--- src/rtl/uart_rx_framer.sv ---
// uart_rx_framer: 8N1 UART receiver with a one-entry valid/ready holding register.
// The rx pin is synchronised, frames are recovered with a centre-sampling FSM,
// and completed bytes are offered to the echo buffer. Framing errors and
// overruns are reported as single-cycle pulses.
module uart_rx_framer #(
    parameter int FCLK = 100000000,
    parameter int BAUD = 115200
) (
    input  logic       clk,
    input  logic       rst_n,
    input  logic       rx,
    output logic [7:0] data_o,
    output logic       valid_o,
    input  logic       ready_i,
    output logic       frame_err,
    output logic       overrun
);

    localparam int CPB  = FCLK / BAUD;
    localparam int HALF = CPB / 2;
    localparam int CW   = (CPB > 1) ? $clog2(CPB) : 1;

    typedef enum logic [2:0] {
        IDLE  = 3'd0,
        START = 3'd1,
        DATA  = 3'd2,
        STOP  = 3'd3,
        BRK   = 3'd4
    } state_t;

    logic          sync1;
    logic          rx_s;
    state_t        state, state_n;
    logic [CW-1:0] cnt, cnt_n;
    logic [2:0]    idx, idx_n;
    logic [7:0]    shreg, shreg_n;
    logic          deliver;
    logic          ferr;

    // Two-flop synchroniser for the asynchronous pin; idles high out of reset
    always_ff @(posedge clk) begin
        if (!rst_n) begin
            sync1 <= 1'b1;
            rx_s  <= 1'b1;
        end else begin
            sync1 <= rx;
            rx_s  <= sync1;
        end
    end

    // Frame FSM state, bit timer, bit index and shift register
    always_ff @(posedge clk) begin
        if (!rst_n) begin
            state <= IDLE;
            cnt   <= '0;
            idx   <= '0;
            shreg <= '0;
        end else begin
            state <= state_n;
            cnt   <= cnt_n;
            idx   <= idx_n;
            shreg <= shreg_n;
        end
    end

    // Next-state logic: timer runs within a state and clears on every
    // transition or bit sample so each sample lands at a bit centre
    always_comb begin
        state_n = state;
        cnt_n   = cnt + 1'b1;
        idx_n   = idx;
        shreg_n = shreg;
        deliver = 1'b0;
        ferr    = 1'b0;
        case (state)
            IDLE: begin
                cnt_n = '0;
                idx_n = '0;
                if (!rx_s) state_n = START;
            end
            START: begin
                if (cnt == CW'(HALF - 1)) begin
                    cnt_n   = '0;
                    // a start bit that is gone by its centre was a glitch
                    state_n = rx_s ? IDLE : DATA;
                end
            end
            DATA: begin
                if (cnt == CW'(CPB - 1)) begin
                    cnt_n          = '0;
                    shreg_n[idx]   = rx_s;
                    if (idx == 3'd7) state_n = STOP;
                    else             idx_n   = idx + 1'b1;
                end
            end
            STOP: begin
                if (cnt == CW'(CPB - 1)) begin
                    cnt_n = '0;
                    if (rx_s) begin
                        deliver = 1'b1;
                        state_n = IDLE;
                    end else begin
                        ferr    = 1'b1;
                        state_n = BRK;
                    end
                end
            end
            BRK: begin
                // hold off until the line returns high so a stuck-low
                // line cannot manufacture further frames
                cnt_n = '0;
                if (rx_s) state_n = IDLE;
            end
            default: begin
                cnt_n   = '0;
                state_n = IDLE;
            end
        endcase
    end

    // Holding register: load when empty or being drained this cycle,
    // otherwise drop the new byte and flag an overrun
    always_ff @(posedge clk) begin
        if (!rst_n) begin
            data_o    <= '0;
            valid_o   <= 1'b0;
            frame_err <= 1'b0;
            overrun   <= 1'b0;
        end else begin
            frame_err <= ferr;
            overrun   <= deliver & valid_o & ~ready_i;
            if (deliver && (!valid_o || ready_i)) begin
                data_o  <= shreg;
                valid_o <= 1'b1;
            end else if (valid_o && ready_i) begin
                valid_o <= 1'b0;
            end
        end
    end

endmodule

--- config.mk ---
export PLATFORM = sky130hd
export DESIGN_NAME = uart_rx_framer
export DESIGN_NICKNAME = d
export VERILOG_FILES = /design/src/rtl/uart_rx_framer.sv
export SDC_FILE = /design/constraint.sdc
export NUM_CORES = 1
export LEC_CHECK = 0
export CELL_PAD_IN_SITES_DETAIL_PLACEMENT = 1
export CELL_PAD_IN_SITES_GLOBAL_PLACEMENT = 1
export CORE_ASPECT_RATIO = 1.25
export CORE_MARGIN = 4
export CORE_UTILIZATION = 45
export DETAILED_ROUTE_END_ITERATION = 16
export DONT_BUFFER_PORTS = 1
export GPL_TIMING_DRIVEN = 0
export PLACE_DENSITY = 0.77
export SLEW_MARGIN = 5
export SYNTH_ARGS = -nofsm -noshare
export SYNTH_HDL_FRONTEND = slang
export SYNTH_SLANG_ARGS = --single-unit
export TNS_END_PERCENT = 100
--- constraint.sdc ---
create_clock -name clk -period 4.4 [get_ports clk]
set_input_delay 0.88 -clock clk [delete_from_list [all_inputs] [get_ports clk]]
set_output_delay 0.88 -clock clk [all_outputs]
set_load 0.005 [all_outputs]
# [Yosys cells after proc, flatten, opt, wreduce, memory -nomap -nowiden]
# Cells that the tools add are included.
[op_classes] add_sub_neg=2 n_lt_le_gt_ge=2 eq_ne=14 muxes=24 bitwise_logic=3 n_reduce_logical=13
[ops] op="3-bit 2-to-1 mux" count=9
[ops] op="10-bit 2-to-1 mux" count=2
[ops] op="10-bit case mux with 2 select lines" count=1
[ops] op="3-bit case mux with 5 select lines" count=1
[ops] op="2-bit inequality test, second input constant" count=7
[ops] op="10-bit by 1-bit adder with 10-bit output, second input constant" count=1
[ops] op="10-bit == test, second input constant" count=1
[ops] op="10-bit by 9-bit == test with 1-bit output, second input constant" count=1
[ops] op="8-bit bitwise mux" count=1
[ops] op="1-bit 2-to-1 mux" count=7
[ops] op="3-bit by 2-bit == test with 1-bit output, second input constant" count=2
[ops] op="3-bit == test, second input constant" count=2
[ops] op="3-bit case mux with 2 select lines" count=1
[ops] op="3-bit AND reduction" count=2
[ops] op="6-bit AND reduction" count=1
[ops] op="3-bit by 4-bit < comparator with 1-bit output, second input constant" count=1
[ops] op="2-bit nonzero test" count=2
[ops] op="3-bit by 1-bit adder with 3-bit output, second input constant" count=1
[ops] op="1-bit demux with 3-bit select" count=1
[ops] op="3-bit by 1-bit == test with 1-bit output, second input constant" count=1
[ops] op="3-bit by 1-bit >= comparator with 1-bit output, second input constant" count=1
[ops] op="1-bit logical AND" count=3
[ops] op="3-bit zero test" count=1
[ops] op="1-bit AND" count=2
[ops] op="6 further kinds" count=6
[totals] reg_bits=37 inputBits=4 out_inout_bits=11 wordCells=68

# [Logic depth before layout (Yosys ltp)]
# Gate-level depths: netlist (run 1).
[depth] word_depth=5 depth_mapped=5 depth_no_buf=5

# [Least setup slack after synthesis (run 1)]
# No wires, ideal clock.
[synth_path] path_kind="register to register" startpoint="register cnt[0]" endpoint="register data_o[0]" setup_ns=0.072 arrival_ns=1.800 required_time_ns=4.328 path_slack_ns=2.528 path_stages_with_launch=6 path_buffers=0 period_less_slack_ns=1.872 path_cell_list="dfxtp_1 ha_1 nor3b_4 nand4_4 nor3_4 mux2i_1"
[synth_via] elab_chain_cells=4
[synth_rtl] item="start, declared" line="34" rtl="logic [CW-1:0] cnt, cnt_n;"
[synth_rtl] item="start signal, assigned" line="60" rtl="cnt <= cnt_n;"
[synth_rtl] item="10-bit == test" line="97" rtl="if (cnt == CW'(CPB - 1)) begin"
[synth_rtl] item="1-bit 2-to-1 mux" line="97"
[synth_rtl] item="1-bit 2-to-1 mux" line="75" rtl="case (state)"
[synth_rtl] item="1-bit logical AND" line="132" rtl="if (deliver && (!valid_o || ready_i)) begin"
[synth_rtl] item="end signal, assigned" line="133" rtl="data_o <= shreg;"
[synth_rtl] item="end, declared" line="12" rtl="output logic [7:0] data_o,"
# Every way passes these cells.
# A chain may end at the register's enable or synchronous reset.

# [Worst setup path in the final report (run 1)]
# Same ends and word-level chain as after synthesis.

==> results of run 1 <==
==> stage by stage <==
step / hold slack, ps / utilization / std cells
final: 421 / 0.516 / 256
after global placement: 396 / 0.486 / 248
after CTS: 433 / 0.516 / 256
after detailed placement: 411 / 0.486 / 248
after floorplan: 386 / - / 194
after global routing: 440 / 0.516 / 256
==> worst min-delay path by stage <==
| stage | depth (start not counted) | end | startpoint | slack, ps |
|---|---|---|---|---|
| 2_1_floorplan | 1 | rx_s | sync1 | 390 |
| 3_3_place_gp | 1 | rx_s | sync1 | 400 |
| 3_5_place_dp | 1 | rx_s | sync1 | 410 |
| 4_1_cts | 1 | rx_s | sync1 | 430 |
| 5_1_grt | 1 | rx_s | sync1 | 440 |
| 6_report | 1 | rx_s | sync1 | 420 |
==> layout make-up <==
cell class	instances	area (um^2)	share of cell area
buffer	12	77.6	0.0394
clock buffer	7	86.3	0.0438
clock inverter	1	30.0	0.0152
inverter	2	7.51	0.00381
multi-input combinational	143	961	0.488
sequential	37	741	0.376
tap	54	67.6	0.0343
==> placed cells by master (no fill, tap or decap), types with 4 or more instances in the layout <==
cell	Yosys	routed
clkbuf_8	2	8
dfxtp_1	37	37
o21ai_0	9	9
clkbuf_1	7	8
a21oi_1	11	11
nand2b_1	5	5
mux2i_1	8	8
ha_1	4	4
nand2_1	22	22
nand3_1	11	11
nor2_1	17	17
xor2_1	5	5
nand4_1	7	7
==> registers in the layout, summed over array words and instances, names as in the netlist <==
| register | cells |
|---|---|
| cnt | 10 |
| data_o | 8 |
| shreg | 8 |
| idx | 3 |
| state | 3 |
| frame_err | 1 |
| overrun | 1 |
| rx_s | 1 |
| sync1 | 1 |
| valid_o | 1 |
==> logic make-up after synthesis <==
kind of cell,synth area share
AOI/OAI and AO/OA,0.126
xor gates and xnor gates,0.0392
adders and majority gates,0.0280
buffers and inverters,0.0476
DFF,0.415
muxes,0.0448
and+or+nand+nor,0.300
==> worst reg2reg max path: stages, from the launching register on <==
cell     delay, ps
dfxtp_1        430
ha_1           290
nor3b_4        450
nand4_4        220
nor3_4         560
mux2i_1        260
==> power by group <==
group	total [mW]	internal, mW	switching (mW)	leakage, nW
clock	0.301	0.185	0.116	0.0585
combinational	0.0148	0.00467	0.0102	0.288
sequential	0.336	0.336	0.000509	0.298
total	0.652	0.525	0.127	0.645
==> routing by layer <==
layer,vias to the layer above,GRT usage,wire [um]
met5,-,0,0
met4,0,0.0740,95
met3,10,0.0401,108
met2,20,0.373,2380
met1,716,0.174,1600
li1,708,-,-
==> impl_metrics.json, run 1 <==
{
  "synth_common_cells": "dfxtp_1, nand2_1, nor2_1, a21oi_1, nand3_1",
  "antenna_left": 0,
  "dieArea_um2": 5050,
  "n_antenna_cell": 0,
  "hp-class": "reg2reg",
  "port_buffers": 0,
  "slew_viol_final": 0,
  "syn_nets": 202,
  "clk_pin_slew_ps": 70,
  "drt-initial-drc-count": 47,
  "clock_latency_ps": 290,
  "io_pins": 15,
  "overflow": 0,
  "status": "completed",
  "dpl_cell_area_um2": 1850,
  "cp.required_ps": 4610,
  "yosys-top-cells-area": "dfxtp_1, nand2_1, mux2i_1, nor2_1, a21oi_1",
  "finalPower_uw": 652,
  "cp_slowest_stage_delay_ps": 560,
  "finalWirelength_mm": 4.18,
  "synth_cell_types": 45,
  "cpMaxStageDelayCell": "nor3_4",
  "grt_util_all_layers": 0.185,
  "path_buf_inv": 0,
  "nNetsFinal": 209,
  "worst_slack_ps": 2100,
  "num_vias": 1454,
  "arrival_ps": 2510,
  "synth_top_area_share": 0.415,
  "yosysWarnings": 0,
  "tightestPinTransition_ps": 572,
  "ff2ff_setup_slack_ps": 2100,
  "grt_pass1_wl_mm": 7.31,
  "final_area_um2": 1970,
  "fmax_mhz": 436,
  "area_delta_synth_final_pct": 10.3,
  "grt_max_degree": 12,
  "antenna_found_initial": 0,
  "rsz0062_at_grt": "no",
  "r2r_cells": 5,
  "cts_tree": "yes",
  "cp_max_fo": 8,
  "ir_worst_vdd_v": 0.000130,
  "max_slew_margin": 0.617,
  "fin_crit_ps": 2300,
  "ys_seq_area_frac": 0.415,
  "pre_cts_slack_ps": 2110,
  "synth-async-reset-ratio": 0,
  "grt_pass1_vias": 1583,
  "numCtsBuffers": 5,
  "p_leak_nw": 0.645,
  "drive_gt1_frac": 0.114,
  "cts_setup_buffers": 0,
  "core_area_um2": 3820,
  "setup_violations": 0,
  "die_y_um": 78.5,
  "netlist_area_um2": 1790,
  "cts_hold_buf": 0,
  "timing.final.crit_share": 0.522,
  "synth_cells": 194,
  "die_w_um": 64.4,
  "cp_top_family": "simple AND/OR/NAND/NOR gates",
  "std_cell_rows": 25,
  "viasPerCell": 5.68,
  "endpoint": "data_o[0]",
  "clock_path_buffers": 2,
  "end_kind": "flop",
  "rr_startpoint": "cnt[0]",
  "post-route-drc-count": 0,
  "r2r_end": "data_o[0]",
  "initial_core_util": 0.468,
  "cts_resized": 0,
  "synth_edf_count": 0,
  "startpoint": "cnt[0]",
  "finalClockSkew_ps": 5.75,
  "synth_seq_cells": 37,
  "dp_hpwl_mm": 3.14,
  "hold_viol": 0,
  "cp-start-kind": "flop",
  "cts-root-buf": "clkbuf_8",
  "dr.pass1.iters": 4,
  "cts.sinks": 37,
  "criticalPathCategory": "reg2reg",
  "yosysMostFrequentCell": "dfxtp_1",
  "cp.depth": 5,
  "avgSynthCellArea_um2": 9.21,
  "wl_per_cell_um": 16.3,
  "tns_ps": 0,
  "synth_flop_cell": "dfxtp_1",
  "synth_area_leader_cell": "dfxtp_1",
  "fillers": 483,
  "cap_violations": 0,
  "cts_max_level": 2,
  "gp_congestion": 0.914,
  "path_cells": "ha_1 -> nor3b_4 -> nand4_4 -> nor3_4 -> mux2i_1",
  "power.density_nw_per_um2": 331
}
No activity file was read; power rests on OpenSTA's default activity.
==> inputs of run 2 (changes only) <==
- clock period: 4.4 -> 2.2 ns (I/O delays scaled with it)
==> run 2 against run 1 <==
Against the previous run: routed wire length grew 1.7%; final area grew 2.0%; die area is the same; fmax grew 13%; count of clock-buffer cells in the layout is the same; sequential cell count is the same; worst setup slack lost 1900 ps; critical path depth grew 1; clock power grew 100%.
==> impl_metrics.json, run 2 (same netlist as run 1, synthesis figures left out) <==
{
  "num_vias": 1467,
  "final_common_cell": "dfxtp_1",
  "hold_viol": 0,
  "tns_ps": 0,
  "finalWirelength_mm": 4.26,
  "area_delta_synth_final_pct": 12.5,
  "p_leak_nw": 0.661,
  "clock_path_buffers": 2,
  "ir_worst_vdd_v": 0.000260,
  "grt_util_all_layers": 0.187,
  "rsz0062_at_grt": "no",
  "top_layer": "met4",
  "cap_violations": 0,
  "numCtsBuffers": 5,
  "regMostFlops": "cnt",
  "max_slew_margin": 0.665,
  "die_y_um": 78.5,
  "fin_crit_ps": 2030,
  "antenna_left": 0,
  "wl_per_cell_um": 16.5,
  "pre_cts_slack_ps": -93.7,
  "die_w_um": 64.4,
  "routed-wl-met3_um": 115,
  "final_cells": 258,
  "dpl_cell_area_um2": 1850,
  "fmax_mhz": 492,
  "dp_hpwl_mm": 3.14,
  "status": "completed",
  "final_area_um2": 2010,
  "initial_core_util": 0.468,
  "wl_met2_mm": 2.51,
  "n_antenna_cell": 0,
  "cts-root-buf": "clkbuf_8",
  "std_cell_rows": 25,
  "antenna_found_initial": 0,
  "reg_top3": "cnt (10), data_o (8), shreg (8)",
  "dp_cells": 248,
  "worst_slack_ps": 170,
  "power.density_nw_per_um2": 652,
  "drt-initial-drc-count": 45,
  "grt_pass1_wl_mm": 7.39,
  "cp_max_fo": 6,
  "gp_congestion": 0.914,
  "cts_tree": "yes",
  "cts.sinks": 37,
  "overflow": 0,
  "finalClockSkew_ps": 8.80,
  "setup_violations": 0,
  "clock_latency_ps": 290,
  "post-route-drc-count": 0,
  "tightestPinTransition_ps": 501,
  "timing.final.crit_share": 0.923,
  "io_pins": 15,
  "grt_max_degree": 12,
  "arrival_ps": 2240,
  "drive_gt1_frac": 0.123,
  "cts_max_level": 2,
  "largest_register_ffs": 10,
  "viasPerCell": 5.69,
  "hp-class": "in2reg",
  "nNetsFinal": 211,
  "slew_viol_final": 0,
  "cp.required_ps": 2410,
  "cts_resized": 0,
  "core_area_um2": 3820,
  "timing.hold.ws_ps": 257,
  "dr.pass1.iters": 4,
  "cp-start-kind": "flop",
  "end_kind": "flop",
  "dieArea_um2": 5050,
  "layout_common_cells": "dfxtp_1, nand2_1, nor2_1",
  "grt_pass1_vias": 1607,
  "criticalPathCategory": "reg2reg",
  "clk_pin_slew_ps": 70,
  "drt-met1-wl_mm": 1.52,
  "port_buffers": 0
}
==> run 2: cell types whose count changed in the layout (fill, tap and decap cells not counted) <==
cell / before / now
buf_12: 0 / 2
==> run 2: timing repair <==
item,4_1_cts,5_1_grt
hold buffers,0,0
setup buffers,1,1
pin swaps,1,0
setup endpoints to repair,8,13
==> run 2: path summary, 6_finish.rpt <==
check / start / cells after the start / slack (ps) / end
setup / recovery: cnt[0] / 6 / 170 / state[0]
hold / removal: rx / 1 / 260 / sync1
setup reg to reg: cnt[0] / 6 / 170 / state[0]
hold reg to reg: sync1 / 1 / 420 / rx_s
==> run 2: through the flow <==
stage	total power, mW	utilization
after global placement	0.716	0.486
after global routing	1.35	0.527
after detailed placement	0.718	0.486
final	1.31	0.527
after floorplan	0.709	-
after CTS	1.32	0.522
==> run 2: worst max-delay path: stages (launching register included) <==
cell and delay (ps):
dfxtp_1 430, ha_1 290, nor3b_4 260, buf_12 150, a41oi_4 140, or4_1 500
a21oi_1 180
==> run 2: power breakdown <==
| group | switching [mW] | leakage [nW] | internal (mW) |
|---|---|---|---|
| clock network | 0.239 | 0.0585 | 0.370 |
| logic | 0.0203 | 0.304 | 0.00936 |
| registers | 0.000802 | 0.298 | 0.672 |
| total | 0.260 | 0.661 | 1.05 |
==> run 2: area by class of cell <==
cell class	instances	area [um^2]
fillers	476	1810
multi-input cells	143	961
flip-flops and latches	37	741
clock buffers	7	86.3
plain buffers	12	77.6
well taps	54	67.6
repair buffers	2	40.0
clock inverters	1	30.0
inverters	2	7.51
==> run 2: routing by layer <==
metal,GRT usage,vias up
li1,-,714
met1,0.176,717
met2,0.372,25
met3,0.0401,11
met4,0.0867,0
met5,0,-
==> inputs of run 3 (changes only) <==
- CORE_MARGIN: 4 -> 2
==> run 3 against run 2 <==
Against the previous run: critical path depth unchanged; worst hold slack improved by 1.5 ps; sequential power about the same; power decreased by 12%; clock power decreased by 25%; combinational power decreased by 3%; fmax increased by 1.9%; final area decreased by 2.2%; utilization decreased by 0.72 points; register-to-register slack improved by 40 ps; worst setup slack improved by 39 ps; routed wire length decreased by 5.8%; largest power group unchanged; highest routed layer unchanged.
==> impl_metrics.json, run 3 (same netlist as run 1, synthesis figures left out) <==
{
  "register_area_um2": 741,
  "regMostFlops": "cnt",
  "grt_pass1_vias": 1518,
  "antenna_left": 0,
  "r2r_cells": 6,
  "cts-root-buf": "clkbuf_8",
  "hold_viol": 0,
  "ir_worst_vdd_v": 0.000331,
  "hp-class": "in2reg",
  "wl_per_cell_um": 15.4,
  "end_kind": "flop",
  "fin_crit_ps": 1990,
  "p_leak_nw": 0.653,
  "hold_start": "rx",
  "worstHoldEndpoint": "sync1",
  "final_cells": 260,
  "cts_max_level": 2,
  "cp-start-kind": "flop",
  "ff2ff_setup_slack_ps": 210,
  "path_cells": "ha_1 -> nor3b_4 -> buf_4 -> a41oi_4 -> or4_1 -> a21oi_1",
  "dp_cells": 248,
  "rsz0062_at_grt": "no",
  "antenna_found_initial": 0,
  "gp_congestion": 0.863,
  "tns_ps": 0,
  "min_path_cells": 1,
  "n_antenna_cell": 0,
  "cp_slowest_stage_delay_ps": 490,
  "port_buffers": 0,
  "drive_gt1_frac": 0.131,
  "die_w_um": 60.4,
  "grt_util_all_layers": 0.198,
  "core_area_um2": 3780,
  "std_cell_rows": 25,
  "cap_violations": 0,
  "dp_hpwl_mm": 3.01,
  "tightestPinTransition_ps": 488,
  "rr_startpoint": "cnt[0]",
  "reg_top3": "cnt (10), data_o (8), shreg (8)",
  "criticalPathCategory": "reg2reg",
  "num_vias": 1452,
  "max_slew_margin": 0.674,
  "grt_pass1_wl_mm": 6.64,
  "fmax_mhz": 502,
  "nNetsFinal": 213,
  "clock_latency_ps": 290,
  "cp_max_fo": 6,
  "r2r_end": "state[0]",
  "overflow": 0,
  "finalWirelength_mm": 4.01,
  "numCtsBuffers": 5,
  "timing.hold.ws_ps": 259,
  "initial_core_util": 0.472,
  "final_common_cell": "dfxtp_1",
  "cts.sinks": 37,
  "clock_path_buffers": 2,
  "slew_viol_final": 0,
  "viasPerCell": 5.58,
  "setup_violations": 0,
  "dr.pass1.iters": 4,
  "io_pins": 15,
  "cp.required_ps": 2410,
  "die_y_um": 74.5,
  "multi_input_area_um2": 961,
  "timing.final.crit_share": 0.905,
  "status": "completed",
  "arrival_ps": 2210,
  "dieArea_um2": 4490,
  "finalClockSkew_ps": 9.49,
  "post-route-drc-count": 0,
  "largest_register_ffs": 10,
  "drt-initial-drc-count": 33,
  "finalPower_mw": 1.16,
  "area_delta_synth_final_pct": 10.1,
  "power.density_nw_per_um2": 588,
  "clk_pin_slew_ps": 70,
  "cpMaxStageDelayCell": "or4_1",
  "cts_tree": "yes",
  "layout_common_cells": "dfxtp_1, nand2_1, nor2_1",
  "fillers": 461,
  "grt_max_degree": 12
}
-- run 3: how the worst max path moves through the flow --
stage / to / start
floorplan: data_o[0] / cnt[0]
global placement: data_o[4] / cnt[0]
detailed placement: data_o[5] / cnt[0]
CTS: data_o[2] / cnt[0]
global route: state[0] / cnt[0]
finish: state[0] / cnt[0]
-- run 3: repair_timing --
action / CTS / global route
endpoints found under the hold margin: 0 / 0
pin swaps: 1 / 0
resized for setup: 0 / 0
setup buffers: 2 / 2
endpoints found under the setup margin: 8 / 5
hold buffers: 0 / 0
-- run 3: per-layer routing --
metal	wire length, um	part of all wire	global-route usage
met4	31	0.0077	0.0642
met3	112	0.028	0.0435
met2	2320	0.58	0.391
met1	1550	0.39	0.196
met5	0	0	0
-- run 3: layout make-up --
| class | count | share of cell area |
|---|---|---|
| clock buffers | 6 | 0.0369 |
| clock inverters | 2 | 0.00509 |
| multi-input cells | 143 | 0.489 |
| repair buffers | 4 | 0.0153 |
| inverters | 2 | 0.00382 |
| plain buffers | 12 | 0.0394 |
| flip-flops and latches | 37 | 0.377 |
| well taps | 54 | 0.0344 |
-- run 3: metrics by stage --
step                utilization  area (um^2)  setup WS [ps]
floorplan                     -         1790            328
global placement          0.490         1850           31.8
detailed placement        0.490         1850          -99.1
CTS                       0.516         1950            117
global route              0.520         1970           75.1
finish                    0.520         1970            208
-- run 3: critical path, delay by kind of cell, from the launching register on --
family,cells,cell delay [ps]
compound gates,2,300
simple gates,2,710
fa+ha+maj,1,290
flops,1,440
buf+inv,1,170
-- run 3: power breakdown --
part	total, mW	switching, mW	internal (mW)
Combinational	0.0289	0.0195	0.00934
Sequential	0.672	0.000931	0.671
Clock	0.456	0.236	0.220
Total	1.16	0.257	0.900
